File: config.mk
export PLATFORM = sky130hd
export DESIGN_NAME = led_pattern_ctrl
export DESIGN_NICKNAME = d
export VERILOG_FILES = /design/src/rtl/led_ctrl_pkg.sv /design/src/rtl/sw_debounce.sv /design/src/rtl/led_pattern_ctrl.sv
export SDC_FILE = /design/constraint.sdc
export NUM_CORES = 1
export LEC_CHECK = 0
export BUFFER_PORTS_ARGS = -buffer_cell sky130_fd_sc_hd__buf_2
export CORE_ASPECT_RATIO = 0.9
export CORE_MARGIN = 5
export CORE_UTILIZATION = 56
export DETAILED_ROUTE_END_ITERATION = 7
export GPL_TIMING_DRIVEN = 0
export PLACE_DENSITY = 0.76
export SETUP_SLACK_MARGIN = 0.1
export SYNTH_ARGS = -nofsm -noshare
export SYNTH_HDL_FRONTEND = slang
export SYNTH_HIERARCHICAL = 1
export SYNTH_SLANG_ARGS = --single-unit
File: constraint.sdc
create_clock -name iSysClk -period 1.95 [get_ports iSysClk]
set_input_delay 0.2925 -clock iSysClk [delete_from_list [all_inputs] [get_ports iSysClk]]
set_output_delay 0.2925 -clock iSysClk [all_outputs]
set_load 0.01 [all_outputs]
File: src/rtl/led_ctrl_pkg.sv
// Shared types and constants for the LED pattern sequencer: states, pattern
// modes, seeds, LFSR taps and push-switch bit positions.
package led_ctrl_pkg;

    typedef enum logic [1:0] {
        ST_IDLE  = 2'd0,
        ST_RUN   = 2'd1,
        ST_PAUSE = 2'd2
    } state_e;

    typedef enum logic [1:0] {
        MODE_WALK   = 2'd0,
        MODE_BOUNCE = 2'd1,
        MODE_COUNT  = 2'd2,
        MODE_LFSR   = 2'd3
    } mode_e;

    localparam logic [7:0] SEED_WALK     = 8'h01;
    localparam logic [7:0] SEED_BOUNCE_L = 8'h01;
    localparam logic [7:0] SEED_BOUNCE_R = 8'h80;
    localparam logic [7:0] SEED_COUNT    = 8'h00;
    localparam logic [7:0] SEED_LFSR     = 8'h01;

    // Feedback taps b7, b5, b4, b3: maximal-length, period 255.
    localparam logic [7:0] LFSR_TAPS = 8'hB8;

    localparam int PB_START  = 0;
    localparam int PB_STEP   = 1;
    localparam int PB_CLEAR  = 2;
    localparam int PB_INVERT = 3;

    function automatic logic [7:0] f_seed(input logic [1:0] mode, input logic dir);
        logic [7:0] seed;
        case (mode)
            MODE_WALK:   seed = SEED_WALK;
            MODE_BOUNCE: seed = dir ? SEED_BOUNCE_R : SEED_BOUNCE_L;
            MODE_COUNT:  seed = SEED_COUNT;
            MODE_LFSR:   seed = SEED_LFSR;
        endcase
        return seed;
    endfunction

endpackage

File: src/rtl/sw_debounce.sv
// One push-switch channel: 2-FF synchroniser, stability counter, accepted
// level and a single-cycle press strobe on its 0->1 transition.
module sw_debounce #(
    parameter int pDebounceCycles = 500000
) (
    input  logic i_clk,
    input  logic i_rst,
    input  logic i_sw,
    output logic o_press
);

    localparam int CW = $clog2(pDebounceCycles + 1);
    localparam logic [CW-1:0] CNT_LAST = CW'(pDebounceCycles - 1);

    logic          r_sync1;
    logic          r_sync2;
    logic          r_stable;
    logic          r_stable_d;
    logic          r_press;
    logic [CW-1:0] r_cnt;

    always_ff @(posedge i_clk) begin
        if (i_rst) begin
            r_sync1    <= 1'b0;
            r_sync2    <= 1'b0;
            r_stable   <= 1'b0;
            r_stable_d <= 1'b0;
            r_press    <= 1'b0;
            r_cnt      <= '0;
        end else begin
            r_sync1    <= i_sw;
            r_sync2    <= r_sync1;
            r_stable_d <= r_stable;
            r_press    <= r_stable & ~r_stable_d;
            // Any cycle agreeing with the accepted level restarts the count.
            if (r_sync2 == r_stable) begin
                r_cnt <= '0;
            end else if (r_cnt >= CNT_LAST) begin
                r_stable <= r_sync2;
                r_cnt    <= '0;
            end else begin
                r_cnt <= r_cnt + 1'b1;
            end
        end
    end

    assign o_press = r_press;

endmodule

File: src/rtl/led_pattern_ctrl.sv
// User LED sequencer: debounced push commands drive an IDLE/RUN/PAUSE FSM that
// steps one of four 8-bit patterns selected by the DIP switches.
module led_pattern_ctrl
    import led_ctrl_pkg::*;
#(
    parameter int pDebounceCycles = 500000,
    parameter int pStepDiv        = 4
) (
    input  logic       iSysClk,
    input  logic       iSysRst,
    input  logic       iTick,
    input  logic [3:0] iUserDipSw,
    input  logic [3:0] iUserPushSw,
    output logic [7:0] oUserLed,
    output logic       oRun,
    output logic [1:0] oState
);

    localparam logic [1:0] S_IDLE  = ST_IDLE;
    localparam logic [1:0] S_RUN   = ST_RUN;
    localparam logic [1:0] S_PAUSE = ST_PAUSE;

    localparam int CNT_W = (pStepDiv > 1) ? $clog2(pStepDiv + 1) : 1;
    localparam logic [CNT_W-1:0] SLOW_LAST = CNT_W'(pStepDiv - 1);

    logic [3:0]       r_dip_s1;
    logic [3:0]       r_dip_s2;
    logic [1:0]       r_mode;
    logic [1:0]       r_state;
    logic [7:0]       r_pattern;
    logic [7:0]       r_led;
    logic             r_invert;
    logic             r_bdir;
    logic [CNT_W-1:0] r_tick_cnt;

    logic [3:0]       w_press;
    logic [1:0]       w_mode;
    logic             w_dir;
    logic             w_fast;
    logic             w_mode_chg;
    logic             w_start;
    logic             w_step;
    logic             w_clear;
    logic             w_invert;
    logic             w_active;
    logic [CNT_W-1:0] w_div_last;
    logic             w_tick_adv;
    logic             w_step_adv;
    logic             w_advance;
    logic [7:0]       w_next_pat;
    logic             w_next_bdir;

    // Push commands are single-cycle strobes with no backpressure: a strobe is
    // acted on in the cycle it is high or not at all.
    for (genvar g = 0; g < 4; g++) begin : g_push
        sw_debounce #(
            .pDebounceCycles(pDebounceCycles)
        ) u_db (
            .i_clk  (iSysClk),
            .i_rst  (iSysRst),
            .i_sw   (iUserPushSw[g]),
            .o_press(w_press[g])
        );
    end

    always_ff @(posedge iSysClk) begin
        r_dip_s1 <= iUserDipSw;
        r_dip_s2 <= r_dip_s1;
    end

    assign w_mode     = r_dip_s2[1:0];
    assign w_dir      = r_dip_s2[2];
    assign w_fast     = r_dip_s2[3];
    assign w_mode_chg = (w_mode != r_mode);

    assign w_start  = w_press[PB_START];
    assign w_step   = w_press[PB_STEP];
    assign w_clear  = w_press[PB_CLEAR];
    assign w_invert = w_press[PB_INVERT];
    assign w_active = (r_state == S_RUN) || (r_state == S_PAUSE);

    assign w_div_last = w_fast ? '0 : SLOW_LAST;
    assign w_tick_adv = (r_state == S_RUN) && iTick && (r_tick_cnt >= w_div_last);
    assign w_step_adv = (r_state == S_PAUSE) && w_step && !w_start;
    assign w_advance  = w_tick_adv || w_step_adv;

    always_comb begin
        w_next_pat  = r_pattern;
        w_next_bdir = r_bdir;
        case (w_mode)
            MODE_WALK: begin
                w_next_pat = w_dir ? {r_pattern[0], r_pattern[7:1]}
                                   : {r_pattern[6:0], r_pattern[7]};
            end
            MODE_BOUNCE: begin
                // r_bdir: 0 = moving towards bit 7, 1 = towards bit 0.
                if (!r_bdir) begin
                    if (r_pattern[7]) begin
                        w_next_pat  = r_pattern >> 1;
                        w_next_bdir = 1'b1;
                    end else begin
                        w_next_pat = r_pattern << 1;
                    end
                end else begin
                    if (r_pattern[0]) begin
                        w_next_pat  = r_pattern << 1;
                        w_next_bdir = 1'b0;
                    end else begin
                        w_next_pat = r_pattern >> 1;
                    end
                end
            end
            MODE_COUNT: begin
                w_next_pat = w_dir ? (r_pattern - 8'd1) : (r_pattern + 8'd1);
            end
            MODE_LFSR: begin
                w_next_pat = {r_pattern[6:0], ^(r_pattern & LFSR_TAPS)};
            end
        endcase
    end

    always_ff @(posedge iSysClk) begin
        if (iSysRst) begin
            r_state    <= S_IDLE;
            r_pattern  <= f_seed(w_mode, w_dir);
            r_bdir     <= w_dir;
            r_mode     <= w_mode;
            r_invert   <= 1'b0;
            r_tick_cnt <= '0;
            r_led      <= 8'h00;
        end else begin
            r_mode <= w_mode;
            r_led  <= w_active ? (r_pattern ^ {8{r_invert}}) : 8'h00;

            if (w_clear) begin
                r_state   <= S_IDLE;
                r_pattern <= f_seed(w_mode, w_dir);
                r_bdir    <= w_dir;
                r_invert  <= 1'b0;
            end else begin
                case (r_state)
                    S_IDLE:  if (w_start) r_state <= S_RUN;
                    S_RUN:   if (w_start) r_state <= S_PAUSE;
                    S_PAUSE: if (w_start) r_state <= S_RUN;
                    default: r_state <= S_IDLE;
                endcase

                if (w_invert && w_active) begin
                    r_invert <= ~r_invert;
                end

                // A mode change overrides any advance in the same cycle.
                if (w_mode_chg) begin
                    r_pattern <= f_seed(w_mode, w_dir);
                    r_bdir    <= w_dir;
                end else if (w_advance) begin
                    r_pattern <= w_next_pat;
                    r_bdir    <= w_next_bdir;
                end
            end

            if (w_clear || (r_state != S_RUN)) begin
                r_tick_cnt <= '0;
            end else if (iTick) begin
                r_tick_cnt <= (r_tick_cnt >= w_div_last) ? '0 : (r_tick_cnt + 1'b1);
            end
        end
    end

    assign oUserLed = r_led;
    assign oRun     = (r_state == S_RUN);
    assign oState   = r_state;

endmodule

# After elaboration in Yosys (flattened, before gate mapping)
# Index checks and enable logic that the tools add are counted.
# word_totals
ff_bits	129
in_bits	11
output_inout_bits	11
# op_classes
add_sub_neg	7
n_lt_le_gt_ge	5
n_eq_ne	13
muxes	25
bitwise_logic	15
reduce_logical	29
# op_table
op	n
$mux 8	10
$add 19x1->19 const B	4
$ge 19x19->1 const B	4
$pmux 8 s4	1
$pmux 8 s3	1
$reduce_and 2->1	6
$reduce_or 3->1	4
$not 1->1	10
$reduce_or 2->1	5
$add 8x1->8 const B	1
$mux 1	8
$reduce_bool 4->1	2
$reduce_xor 8->1	1
$sub 8x1->8 const B	1
$xor 8x8->8	1
$eq 2x2->1 const B	3
$mux 2	3
$ne 2x1->1 const B	3
$logic_and 1x1->1	5
$and 1x1->1	4
$eq 1x1->1	4
$eq 2x1->1 const B	2
$logic_not 2->1	2
$pmux 2 s2	1
6 further kinds	8

# Depth between registers and ports, before layout
# logic_depth
ltp_word	8
ltp_mapped	7
ltp_nobuf	7

# By module
# Netlist, hierarchy kept.
# modules_own_cells
module	n_inst	cells_per_inst	area_per_inst_um2
sw_debounce (g_push[0].u_db ...)	3	119	1101.1
led_pattern_ctrl	1	202	2001.9
sw_debounce (g_push[3].u_db)	1	113	1031.0

# Least setup slack after synthesis
# No wires, ideal clock.
# synth_timing
path_kind	register -> register
startpoint	register r_pattern[1]
endpoint	register r_pattern[6] (data pin)
arrival_ps	1833
required_time_ps	1783
slack_ps	-50
stages_incl_launch_ff	6
n_path_buf	0
path_cell_list	edfxtp_1 -> fa_1 -> a21o_1 -> a22o_1 -> o41a_1 -> a221oi_2
# synth_via
elab_chain_cells	7
# synth_rtl
item	line	rtl
start: declaration	led_pattern_ctrl.sv:30	logic [7:0] r_pattern;
start signal: assignment	led_pattern_ctrl.sv:125	r_pattern <= f_seed(w_mode, w_dir);
start signal: assignment	led_pattern_ctrl.sv:137	r_pattern <= f_seed(w_mode, w_dir);
start signal: assignment	led_pattern_ctrl.sv:154	r_pattern <= f_seed(w_mode, w_dir);
$add 8x1->8 or $sub 8x1->8 (tied branches)	led_pattern_ctrl.sv:114	w_next_pat = w_dir ? (r_pattern - 8'd1) : (r_pattern + 8'd1);
$mux 8 *	led_pattern_ctrl.sv:114	
$pmux 8 s4 *	led_pattern_ctrl.sv:90	case (w_mode)
$mux 8 *	led_pattern_ctrl.sv:156	end else if (w_advance) begin
$mux 8 *	led_pattern_ctrl.sv:153	if (w_mode_chg) begin
$mux 8 *	led_pattern_ctrl.sv:135	if (w_clear) begin
$mux 8 *	led_pattern_ctrl.sv:123	if (iSysRst) begin
# Every way passes the cells marked *; elsewhere a longest branch is shown, timed or not. The select of a mux whose other input is x is not followed.
# A chain may end at the register's enable or synchronous reset.

# Final worst setup path
# layout_timing
startpoint	register r_pattern[1]
endpoint	register r_pattern[7] (data pin)
# The elaborated chain is that of the path after synthesis.

==> flow_summary.yaml <==
min_path:
  holdPathStages: 2
  min_from: "iUserPushSw[2]"
  hold_end: "g_push[2].u_db/r_sync1"
  min-delay-path-class: "in2reg"
global_routing:
  top_usage_layer: "met2"
  grt_overflow: 0
  grtUsageMet1: 0.2440
  met2_usage: 0.3262
  grt_max_degree: 25
  grtUsageTotal: 0.1979
  gr-usage-met3: 0.05408
  grt_pass1_vias: 4787
  antenna_found_initial: 0
  grt_pass1_wl_um: 22080
clocking:
  clockRootBuffer: "clkbuf_16"
  numCtsBuffers: 17
  insertion_delay_ps: 420
  clock_sinks: 129
  cts_buffer_depth: 2
  htreeDepth: 4
  cts.clk_slew.worst_paths_ps: 60
  cts_tree: "built"
yosys:
  synth-compound-area-share: 0.1286
  postSynth.asyncResetShare: 0
  yosysTopAreaCell: "dfxtp_1"
  synth_area_um2: 6336
  synth_warnings: 6
  synth-edff-count: 9
  syn_area_per_cell_um2: 9.429
  synth_fp_nets: 704
  synth_area_leaders: "dfxtp_1 38%, nor2_1 6.0%, xnor2_1 5.9%"
  synth.top_cell.area_share: 0.3791
  ys.flop_type: "dfxtp_1"
  syn_inst: 672
  synthSimpleGateAreaFrac: 0.2308
  synthXorXnorAreaFrac: 0.1118
  synth_top_family_by_area: "simple AND/OR/NAND/NOR gates"
  synth_mux_area_frac: 0.01994
  synthAdderAreaFrac: 0.04265
  ys_types: 71
  ys_seq_elements: 129
  seq_area_frac_synth: 0.4218
pwr:
  power_mw: 6.705
  vdd_drop_max_mv: 0.7003
  leakagePower_nw: 2.862
  powerDensity_nw_per_um2: 860.0
sta:
  hold_viol: 0
  setup_ws_ps: -78.03
  worst_pin_slew_ps: 521.3
  relSlewSlack: 0.6476
  max_freq_ghz: 0.4931
  setup_viol: 4
  finalClockSkew_ps: 9.112
  rsz0062_at_grt: "true"
  slew_viol_final: 0
  min_period_ps: 2028
  timing.hold.ws_ps: 83.67
  fin_crit_sh: 1.040
worst_setup_path:
  arrival_ps: 2230
  r2r-start: "r_pattern[1]"
  path_class: "reg2reg"
  worstPathRequired_ps: 2150
  r2r_slack_ps: -80
  cp-start-kind: "flip-flop"
  critPathMaxFanout: 3
  r2r_cells: 6
  end_kind: "flip-flop"
  r2r_end: "r_pattern[7]"
placement:
  dp_hpwl_um: 8319
  gp_congestion: 0.8849
  port_buffers: 21
run:
  cap_violations: 0
die:
  die_w_um: 122.1
  rows: 36
  ios: 22
  chipHeight_um: 110.9
  dieArea_um2: 13540
  start_util: 0.5789
  core_area_um2: 10950
drt:
  vias_per_cell: 5.511
  postRouteAntennaNets: 0
  wl_um: 13650
  wl_per_cell_um: 15.07
  drtIter0Drc: 280
  vias: 4993
  drtPass1Iterations: 5
  drc: 0
run_status:
  outcome: "complete, but fails checks"
  violations: "setup timing"
cells_and_area:
  areaGrowthSynthToFinish_pct: 23.05
  drive_above_1_share: 0.2374
  fin_nets: 773
  num_antenna_cells: 0
flip-flops by register name, indices dropped and copies added, names as in the netlist, 4 cells and up:
| register | count |
|---|---|
| g_push.u_db/o_press | 4 |
| g_push.u_db/r_cnt | 76 |
| g_push.u_db/r_stable | 4 |
| g_push.u_db/r_stable_d | 4 |
| g_push.u_db/r_sync1 | 4 |
| g_push.u_db/r_sync2 | 4 |
| oUserLed | 8 |
| r_dip_s1 | 4 |
| r_dip_s2 | 4 |
| r_pattern | 8 |
what timing repair did:
item,CTS,global route
hold buffers,4,0
resized for setup,24,55
pin swaps,20,20
setup buffers,18,10
hold endpoints to repair,4,0
setup endpoints to repair,67,81
how the worst max path moves through the flow:
stage / startpoint / end / depth (start not counted)
2_1_floorplan: r_pattern[1] / r_pattern[6] / 5
3_3_place_gp: r_pattern[1] / r_pattern[6] / 5
3_5_place_dp: r_pattern[1] / r_pattern[7] / 6
4_1_cts: r_pattern[1] / r_pattern[7] / 6
5_1_grt: r_pattern[1] / r_pattern[7] / 6
6_report: r_pattern[1] / r_pattern[7] / 6
cell type report:
class                           count  area (um2)
Multi-Input combinational cell    486        3593
Fill cell                         806        3149
Sequential cell                   129        2718
Clock buffer                       19       464.2
Timing Repair Buffer               53       382.9
Tap cell                          152       190.2
Clock inverter                     13       173.9
Buffer                             20       146.4
Inverter                           34       127.6
report_power, final:
| part | switching, mW | total, mW | internal, mW |
|---|---|---|---|
| combinational | 0.302 | 0.573 | 0.272 |
| clock | 1.24 | 3.38 | 2.14 |
| sequential | 0.0436 | 2.75 | 2.71 |
| total | 1.58 | 6.70 | 5.12 |
logic make-up (layout without fill, tap and decap cells):
logic type | Yosys count | after routing
DFF | 129 | 129
muxes | 12 | 12
buffers and inverters | 57 | 139
adders and majority gates | 21 | 21
xor gates and xnor gates | 80 | 80
and+or+nand+nor | 277 | 277
AOI/OAI and AO/OA | 96 | 96
worst max-delay path, stage by stage (launching register included):
cell,delay (ps)
edfxtp_1,450
ha_1,370
a211oi_4,280
o211ai_2,130
a21oi_1,140
o21ai_1,110
a222oi_1,330
placed cells by master (no fill, tap or decap), types with 14 or more instances in the layout:
cell and count:
nand4_1 19, xnor2_1 43, clkbuf_16 18, dfxtp_2 24
a21oi_1 14, nand3_1 31, buf_2 25, nor2b_1 14
dfxtp_1 92, nand2_1 34, nor2_1 102, ha_1 15
xor2_1 36, buf_4 26, inv_1 33
synthesized netlist by cell type, types with 8 or more instances:
cell,n
nand4_1,19
nor2b_1,14
nand3_1,31
ha_1,20
clkbuf_1,8
o21ai_0,16
edfxtp_1,9
o211ai_1,8
xor2_1,36
dfxtp_1,120
mux2i_1,10
nor2_1,102
inv_1,34
a21oi_1,15
xnor2_1,43
nand2b_1,14
nand2_1,35
nor3_1,11
metrics by stage:
| step | instances | instance area [um2] | worst slack, ps | util | setup TNS, ps |
|---|---|---|---|---|---|
| floorplan | 672 | 6341 | -1.307 | - | -1.307 |
| global placement | 845 | 6636 | -169.5 | 0.6063 | -1139 |
| detailed placement | 845 | 6636 | -194.3 | 0.6063 | -1811 |
| CTS | 899 | 7555 | -92.66 | 0.6902 | -253.6 |
| global route | 906 | 7796 | -148.4 | 0.7123 | -555.7 |
| finish | 906 | 7796 | -78.03 | 0.7123 | -214.0 |
routing by layer:
metal | vias to the layer above | wire (um) | part of all wire
li1 | 2508 | - | -
met1 | 2338 | 5932 | 0.43
met2 | 113 | 6830 | 0.50
met3 | 34 | 536 | 0.039
met4 | 0 | 352 | 0.026
met5 | - | 0 | 0
No activity file was read; power rests on OpenSTA's default activity.
